--- config.mk ---
export PLATFORM = sky130hd
export DESIGN_NAME = uart_tx_feeder
export DESIGN_NICKNAME = d
export VERILOG_FILES = /design/src/rtl/uart_tx_feeder.sv
export SDC_FILE = /design/constraint.sdc
export NUM_CORES = 1
export LEC_CHECK = 0
export ABC_AREA = 1
export CAP_MARGIN = 20
export CELL_PAD_IN_SITES_DETAIL_PLACEMENT = 0
export CELL_PAD_IN_SITES_GLOBAL_PLACEMENT = 2
export CORE_MARGIN = 3
export CORE_UTILIZATION = 46
export CTS_BUF_LIST = sky130_fd_sc_hd__clkbuf_8
export DETAILED_ROUTE_END_ITERATION = 16
export GPL_TIMING_DRIVEN = 0
export PLACE_DENSITY_LB_ADDON = 0.25
export SYNTH_ARGS = -nofsm -noshare
export SYNTH_HDL_FRONTEND = slang
export SYNTH_SLANG_ARGS = --single-unit
export TNS_END_PERCENT = 5
--- constraint.sdc ---
create_clock -name i_Clock -period 6 [get_ports i_Clock]
set_input_delay 0.9 -clock i_Clock [delete_from_list [all_inputs] [get_ports i_Clock]]
set_output_delay 0.9 -clock i_Clock [all_outputs]
set_load 0.03 [all_outputs]
--- src/rtl/uart_tx_feeder.sv ---
// Word FIFO feeding a UART transmitter: buffers writes, then launches them one at a time,
// pacing on the transmitter's Active flag and flagging launches it never acknowledges.
module uart_tx_feeder #(
    parameter int WORD          = 8,
    parameter int DEPTH         = 16,
    parameter int START_TIMEOUT = 4
) (
    input  logic                       i_Clock,
    input  logic                       i_Rst_n,
    input  logic                       i_Wr_Valid,
    output logic                       o_Wr_Ready,
    input  logic [WORD-1:0]            i_Wr_Data,
    input  logic                       i_Flush,
    output logic                       o_Tx_DV,
    output logic [WORD-1:0]            o_Tx_Byte,
    input  logic                       i_Tx_Active,
    output logic [$clog2(DEPTH+1)-1:0] o_Count,
    output logic                       o_Empty,
    output logic                       o_Full,
    output logic                       o_Busy,
    output logic                       o_Tx_Err
);

    localparam int PW = $clog2(DEPTH);
    localparam int CW = $clog2(DEPTH + 1);
    localparam int TW = $clog2(START_TIMEOUT);

    localparam logic [1:0] S_IDLE       = 2'd0;
    localparam logic [1:0] S_WAIT_START = 2'd1;
    localparam logic [1:0] S_WAIT_END   = 2'd2;

    logic [WORD-1:0] mem_q [DEPTH];
    logic [PW-1:0]   wr_ptr_q, wr_ptr_d;
    logic [PW-1:0]   rd_ptr_q, rd_ptr_d;
    logic [CW-1:0]   count_q, count_d;
    logic [1:0]      state_q, state_d;
    logic [TW-1:0]   timer_q, timer_d;
    logic            tx_dv_q, tx_dv_d;
    logic [WORD-1:0] tx_byte_q, tx_byte_d;
    logic            err_q, err_d;
    logic            wr_en, pop;

    assign o_Empty    = (count_q == '0);
    assign o_Full     = (count_q == CW'(DEPTH));
    assign o_Wr_Ready = !o_Full;
    assign o_Count    = count_q;
    assign o_Busy     = (state_q != S_IDLE);
    assign o_Tx_DV    = tx_dv_q;
    assign o_Tx_Byte  = tx_byte_q;
    assign o_Tx_Err   = err_q;

    // A flush discards a same-cycle write; a same-cycle pop still launches its word.
    assign wr_en = i_Wr_Valid && o_Wr_Ready && !i_Flush;
    assign pop   = (state_q == S_IDLE) && !o_Empty && !i_Tx_Active;

    always_comb begin
        wr_ptr_d = wr_ptr_q;
        rd_ptr_d = rd_ptr_q;
        count_d  = count_q;
        if (i_Flush) begin
            wr_ptr_d = '0;
            rd_ptr_d = '0;
            count_d  = '0;
        end else begin
            if (wr_en) wr_ptr_d = wr_ptr_q + 1'b1;
            if (pop)   rd_ptr_d = rd_ptr_q + 1'b1;
            if (wr_en && !pop)      count_d = count_q + 1'b1;
            else if (pop && !wr_en) count_d = count_q - 1'b1;
        end
    end

    always_comb begin
        state_d   = state_q;
        timer_d   = timer_q;
        tx_dv_d   = 1'b0;
        tx_byte_d = tx_byte_q;
        err_d     = err_q;
        case (state_q)
            S_IDLE: begin
                if (pop) begin
                    tx_byte_d = mem_q[rd_ptr_q];
                    tx_dv_d   = 1'b1;
                    timer_d   = '0;
                    state_d   = S_WAIT_START;
                end
            end
            S_WAIT_START: begin
                if (i_Tx_Active) begin
                    state_d = S_WAIT_END;
                end else if (timer_q == TW'(START_TIMEOUT - 1)) begin
                    err_d   = 1'b1;
                    state_d = S_IDLE;
                end else begin
                    timer_d = timer_q + 1'b1;
                end
            end
            S_WAIT_END: begin
                if (!i_Tx_Active) state_d = S_IDLE;
            end
            default: state_d = S_IDLE;
        endcase
    end

    always_ff @(posedge i_Clock) begin
        if (wr_en) mem_q[wr_ptr_q] <= i_Wr_Data;
    end

    always_ff @(posedge i_Clock or negedge i_Rst_n) begin
        if (!i_Rst_n) begin
            wr_ptr_q  <= '0;
            rd_ptr_q  <= '0;
            count_q   <= '0;
            state_q   <= S_IDLE;
            timer_q   <= '0;
            tx_dv_q   <= 1'b0;
            tx_byte_q <= '0;
            err_q     <= 1'b0;
        end else begin
            wr_ptr_q  <= wr_ptr_d;
            rd_ptr_q  <= rd_ptr_d;
            count_q   <= count_d;
            state_q   <= state_d;
            timer_q   <= timer_d;
            tx_dv_q   <= tx_dv_d;
            tx_byte_q <= tx_byte_d;
            err_q     <= err_d;
        end
    end

endmodule

; Word-level counts from Yosys, hierarchy flattened
; Memories as Yosys holds them, arrays and structs flattened. A register that Yosys moved wholly into a read port is not among the register bits.
; Cells that the tools add are included.
[word_totals]
reg_bits = 19
mem_bits_rw = 128
input_bits = 13
output_inout_bits = 19
n_memories = 1
[mem_list]
columns = name, depth, word_bits, rd, rd_ports_with_merged_regs, wr, line_no
row1 = mem_q, 16, 8, 1, 1, 1, 32  ; logic [WORD-1:0] mem_q [DEPTH];
[classes]
addsub = 5
eq_ne = 9
muxes = 20
bitwise_logic = 1
n_reduce_logical = 24
[ops]
columns = cell, n
row1 = $mux 4, 4
row2 = $mux 5, 3
row3 = $mux 2, 7
row4 = $add 4x1->4 const B, 2
row5 = $ne 2x2->1 const B, 4
row6 = $reduce_bool 2->1, 4
row7 = $logic_not 1->1, 7
row8 = $logic_and 1x1->1, 6
row9 = $pmux 2 s3, 1
row10 = $reduce_and 3->1, 2
row11 = $add 5x1->5 const B, 1
row12 = $eq 5x5->1 const B, 1
row13 = $logic_not 5->1, 1
row14 = $sub 5x1->5 const B, 1
row15 = $eq 2x2->1 const B, 2
row16 = $mux 1, 4
row17 = $pmux 2 s2, 1
row18 = $reduce_and 4->1, 1
row19 = $ne 3x3->1 const B, 1
row20 = $reduce_bool 3->1, 1
row21 = $add 2x1->2 const B, 1
row22 = $eq 2x1->1 const B, 1
row23 = $logic_not 2->1, 1
row24 = $reduce_and 2->1, 1
row25 = $not 1->1, 1

; Depth between registers and ports, before layout
[logic_depth]
ltp_word = 9
mapped_depth = 13
ltp_nobuf = 13

; Worst setup path before layout
; OpenSTA, ideal clock, no wires.
[synth_path]
path_kind = register -> register
from = register count_q[0], in the netlist o_Count[0]
to = memory mem_q[1][0], enable pin
t_arrival_ns = 1.898
setup_slack_ns = 3.719
path_stages_with_launch = 7
synth_period_minus_slack_ns = 2.281
path_cell_list = dfrtp_1 > nor2_1 > nand3_2 > nand2_4 > nor2_2 > nand2_1 > nor3_1
[synth_via]
elab_chain_cells = 6
[synth_rtl]
columns = element, line_no
row1 = from (decl), 35  ; logic [CW-1:0] count_q, count_d;
row2 = from (signal assigned), 121  ; count_q <= count_d;
row3 = $eq 5x5->1, 44  ; assign o_Full = (count_q == CW'(DEPTH));
row4 = $logic_not 1->1, 45  ; assign o_Wr_Ready = !o_Full;
row5 = via o_Wr_Ready, 11  ; output logic o_Wr_Ready,
row6 = $logic_and 1x1->1 (2 in series), 53  ; assign wr_en = i_Wr_Valid && o_Wr_Ready && !i_Flush;
row7 = $mux 1, 105  ; if (wr_en) mem_q[wr_ptr_q] <= i_Wr_Data;
row8 = $mux 1 (implied by the code), 105
row9 = to (decl), 32
; The timed path passes the listed nets, and every way through them passes these cells.

; Final worst setup path
[layout_path]
from = register count_q[0], in the netlist o_Count[0]
to = output o_Empty
[layout_via]
elab_chain_cells = 1
[layout_rtl]
columns = element, line_no
row1 = $logic_not 5->1, 43  ; assign o_Empty = (count_q == '0);
row2 = to (decl), 18  ; output logic o_Empty,
; No other way between the ends.

==> impl_metrics.env <==
export IMPL_cp_end_kind="output port"
export IMPL_cts_resized_gates=0
export IMPL_ys_ff_latch=155
export IMPL_design_core_area_um2=13600
export IMPL_gp_congestion=0.846
export IMPL_fillCellCount=1139
export IMPL_worstHoldEndpoint="state_q[1]"
export IMPL_cts_tree="done"
export IMPL_avgRoutedWirePerCell_um=20.4
export IMPL_layout_drive_gt1_share_pct=11.0
export IMPL_syn_avg_cell_area_um2=11.8
export IMPL_drt_first_pass_iters=5
export IMPL_crit_type="reg2out"
export IMPL_reg2reg_slack_ns=3.54
export IMPL_drv_slew=0
export IMPL_syn_nets=577
export IMPL_synth_top_family_by_area="simple AND/OR/NAND/NOR gates"
export IMPL_grt_pass1_vias=4300
export IMPL_yosysMostFrequentCell="edfxtp_1"
export IMPL_crit_fanout=6
export IMPL_die_w_um=125
export IMPL_slowest_stage="clkdlybuf4s50_1"
export IMPL_grt_max_degree=18
export IMPL_p_per_area_nw_per_um2=409
export IMPL_start_kind="flop"
export IMPL_worstSkewPairLatency_ns=0.45
export IMPL_grtUsageTotal_pct=21.7
export IMPL_ant_nets=0
export IMPL_vdd_drop_max_uv=220
export IMPL_antennaDiodeCount=0
export IMPL_power_frac_clock_pct=25.8
export IMPL_final_hold_viol_count=0
export IMPL_root_buffer="clkbuf_8"
export IMPL_cts_setup_buffers=0
export IMPL_layout_nets=631
export IMPL_postSynthCellCount=553
export IMPL_fmax_ghz=0.338
export IMPL_outcome="finished clean"
export IMPL_comb_power_share_pct=32.0
export IMPL_rsz0062_at_grt="no"
export IMPL_synth_top_cells_by_area="edfxtp_1 (59%), dfrtp_1 (10%), nor2_1 (6.6%)"
export IMPL_synth_edff_count=128
export IMPL_rr_startpoint="o_Count[1]"
export IMPL_path_buf_inv=2
export IMPL_routed_via_density=5.51
export IMPL_path_clk_slew_ns=0.08
export IMPL_finalPower_mw=3.08
export IMPL_io_pins=32
export IMPL_place_ws_ns=2.72
export IMPL_async_reset_ff_share_pct=17.4
export IMPL_post_route_min_period_ns=2.96
export IMPL_p_int_mw=2.00
export IMPL_synth_top_area_share_pct=58.8
export IMPL_dieArea_um2=15700
export IMPL_initial_core_util_pct=48.2
export IMPL_first_iter_violations=361
export IMPL_r2r_end="mem_q[1][0]"
export IMPL_drv_cap=0
export IMPL_critical_path_max_stage_delay_ns=0.66
export IMPL_synthMuxAreaShare_pct=0
export IMPL_synth_top_area_cell="edfxtp_1"
export IMPL_post_synth_instance_area_um2=6540
export IMPL_drc_errors=0
export IMPL_synth_compound_area_share_pct=10.5
export IMPL_synthToLayoutAreaGrowth_pct=15.2
export IMPL_routed_wl_um=16300
export IMPL_switchingPower_mw=1.08
export IMPL_synth_xor_xnor_area_share_pct=0.268
export IMPL_crit_family="buffers and inverters"
export IMPL_clockBufferDepth=2
export IMPL_setup_ws_ns=3.04
export IMPL_yosysWarnings=0
export IMPL_r2r_cells=7
export IMPL_hold_depth=1
export IMPL_period_share_pct=49.4
export IMPL_synth_distinct_cells=32
export IMPL_htree_levels=4
export IMPL_worst_ep_required_time_ns=5.10
export IMPL_synth_commonest_cells="edfxtp_1 (128), nor2_1 (115), nand2_1 (57), o21ai_0 (52), nand3_1 (33)"
export IMPL_cts_made_buffers=17
export IMPL_via_count=4383
export IMPL_grt_pass1_wl_um=25200
export IMPL_synthAdderAreaFrac_pct=2.22
export IMPL_io_buffers=31
export IMPL_antenna_found_initial=0
export IMPL_synthSimpleGateAreaFrac_pct=13.8
export IMPL_worstHoldPathType="reg2reg"
export IMPL_path_cells="nor2_1 > nand3_1 > inv_1 > clkdlybuf4s50_1"
export IMPL_switching_share_pct=34.9
export IMPL_crit_start="o_Count[0]"
export IMPL_finalSetupViolCount=0
export IMPL_cts_sinks=155
export IMPL_relSlewSlack_pct=31.8
export IMPL_rows=42
export IMPL_clock_skew_ns=0.00918
export IMPL_ys_seq_area_share_pct=69.1
export IMPL_synth_ff_type="edfxtp_1"
export IMPL_dp_hpwl_um=11100
export IMPL_p_leak_nw=2.73
export IMPL_overflow=0
export IMPL_holdBufCountCts=0
export IMPL_die_height_um=125
export IMPL_worstHoldStart="state_q[0]"
export IMPL_tightestPinTransition_ns=1.02
export IMPL_power_frac_seq_pct=42.1
export IMPL_tns_ns=0
export IMPL_cp_arrival_ns=2.06
-- per-stage QoR --
stage / hold WS (ns) / std cells / util (%) / instance area (um^2)
5_1_grt: 0.504 / 796 / 55.5 / 7530
4_1_cts: 0.467 / 796 / 55.5 / 7530
3_3_place_gp: 0.439 / 760 / 52.1 / 7070
2_1_floorplan: 0.435 / 553 / - / 6540
6_report: 0.464 / 796 / 55.5 / 7530
3_5_place_dp: 0.456 / 764 / 52.5 / 7120
-- per-layer routing --
metal / track usage, % / part of all wire, % / vias up
li1: - / - / 2076
met1: 30.1 / 44 / 2112
met2: 32.7 / 47 / 169
met3: 6.78 / 7.1 / 26
met4: 7.27 / 2.0 / 0
met5: 0 / 0 / -
-- how the worst max path moves through the flow --
stage	slack, ns	depth (start not counted)	to
after floorplan	3.72	6	mem_q[1][0]
after global placement	2.38	4	mem_q[5][6]
after detailed placement	2.72	5	mem_q[1][6]
after CTS	3.03	4	o_Empty
after global routing	2.93	4	o_Empty
final	3.04	4	o_Empty
-- flip-flops by register name, indices dropped and copies added, names as in the netlist --
signal,cells
mem_q,128
o_Tx_Byte,8
o_Count,5
rd_ptr_q,4
wr_ptr_q,4
state_q,2
timer_q,2
o_Tx_DV,1
o_Tx_Err,1
-- layout by cell type (no fill, tap or decap), types with 2 or more instances in the layout --
master           instances
clkbuf_8                18
buf_2                   10
o21a_1                   2
inv_2                    2
nand2_1                 57
dfrtp_1                 27
o21bai_1                 2
clkbuf_1                 5
buf_6                    6
o21ai_1                 22
o211ai_1                32
nor3_1                   5
nand2_2                  4
clkdlybuf4s50_1         31
a21oi_1                  6
ha_1                    10
bufinv_16                3
edfxtp_1               128
clkinv_1                 2
nor2_1                 115
clkinv_4                 3
nand3_1                 33
clkinv_2                 3
inv_1                   19
clkinvlp_4               2
buf_4                    8
o21ai_0                 52
-- power by group through the flow --
stage | clock, mW | sequential [mW] | combinational [mW]
global placement | 0 | 1.32 | 0.967
floorplan | 0 | 1.39 | 0.542
CTS | 0.807 | 1.30 | 0.985
finish | 0.795 | 1.30 | 0.986
detailed placement | 0 | 1.32 | 0.982
global route | 0.856 | 1.31 | 1.09
-- final cells by class --
cell class              instances  area (um^2)  share of cell area (%)
flip-flops and latches        155         4520                    60.0
clock buffers                  18          248                    3.29
inverters                      20         75.1                   0.997
multi-input cells             350         1760                    23.4
repair buffers                 35          360                    4.79
plain buffers                  28          186                    2.48
clock inverters                14          158                    2.09
well taps                     176          220                    2.93
-- cell families (layout without fill, tap and decap cells) --
| group | after synthesis | count (layout) |
|---|---|---|
| buffers and inverters | 48 | 115 |
| adder cells (fa/ha/maj) | 11 | 11 |
| flip-flops | 155 | 155 |
| AO/OA/AOI/OAI | 118 | 118 |
| AND/OR/NAND/NOR | 219 | 219 |
| XOR/XNOR | 2 | 2 |
Power figures use the tool's default switching activity.
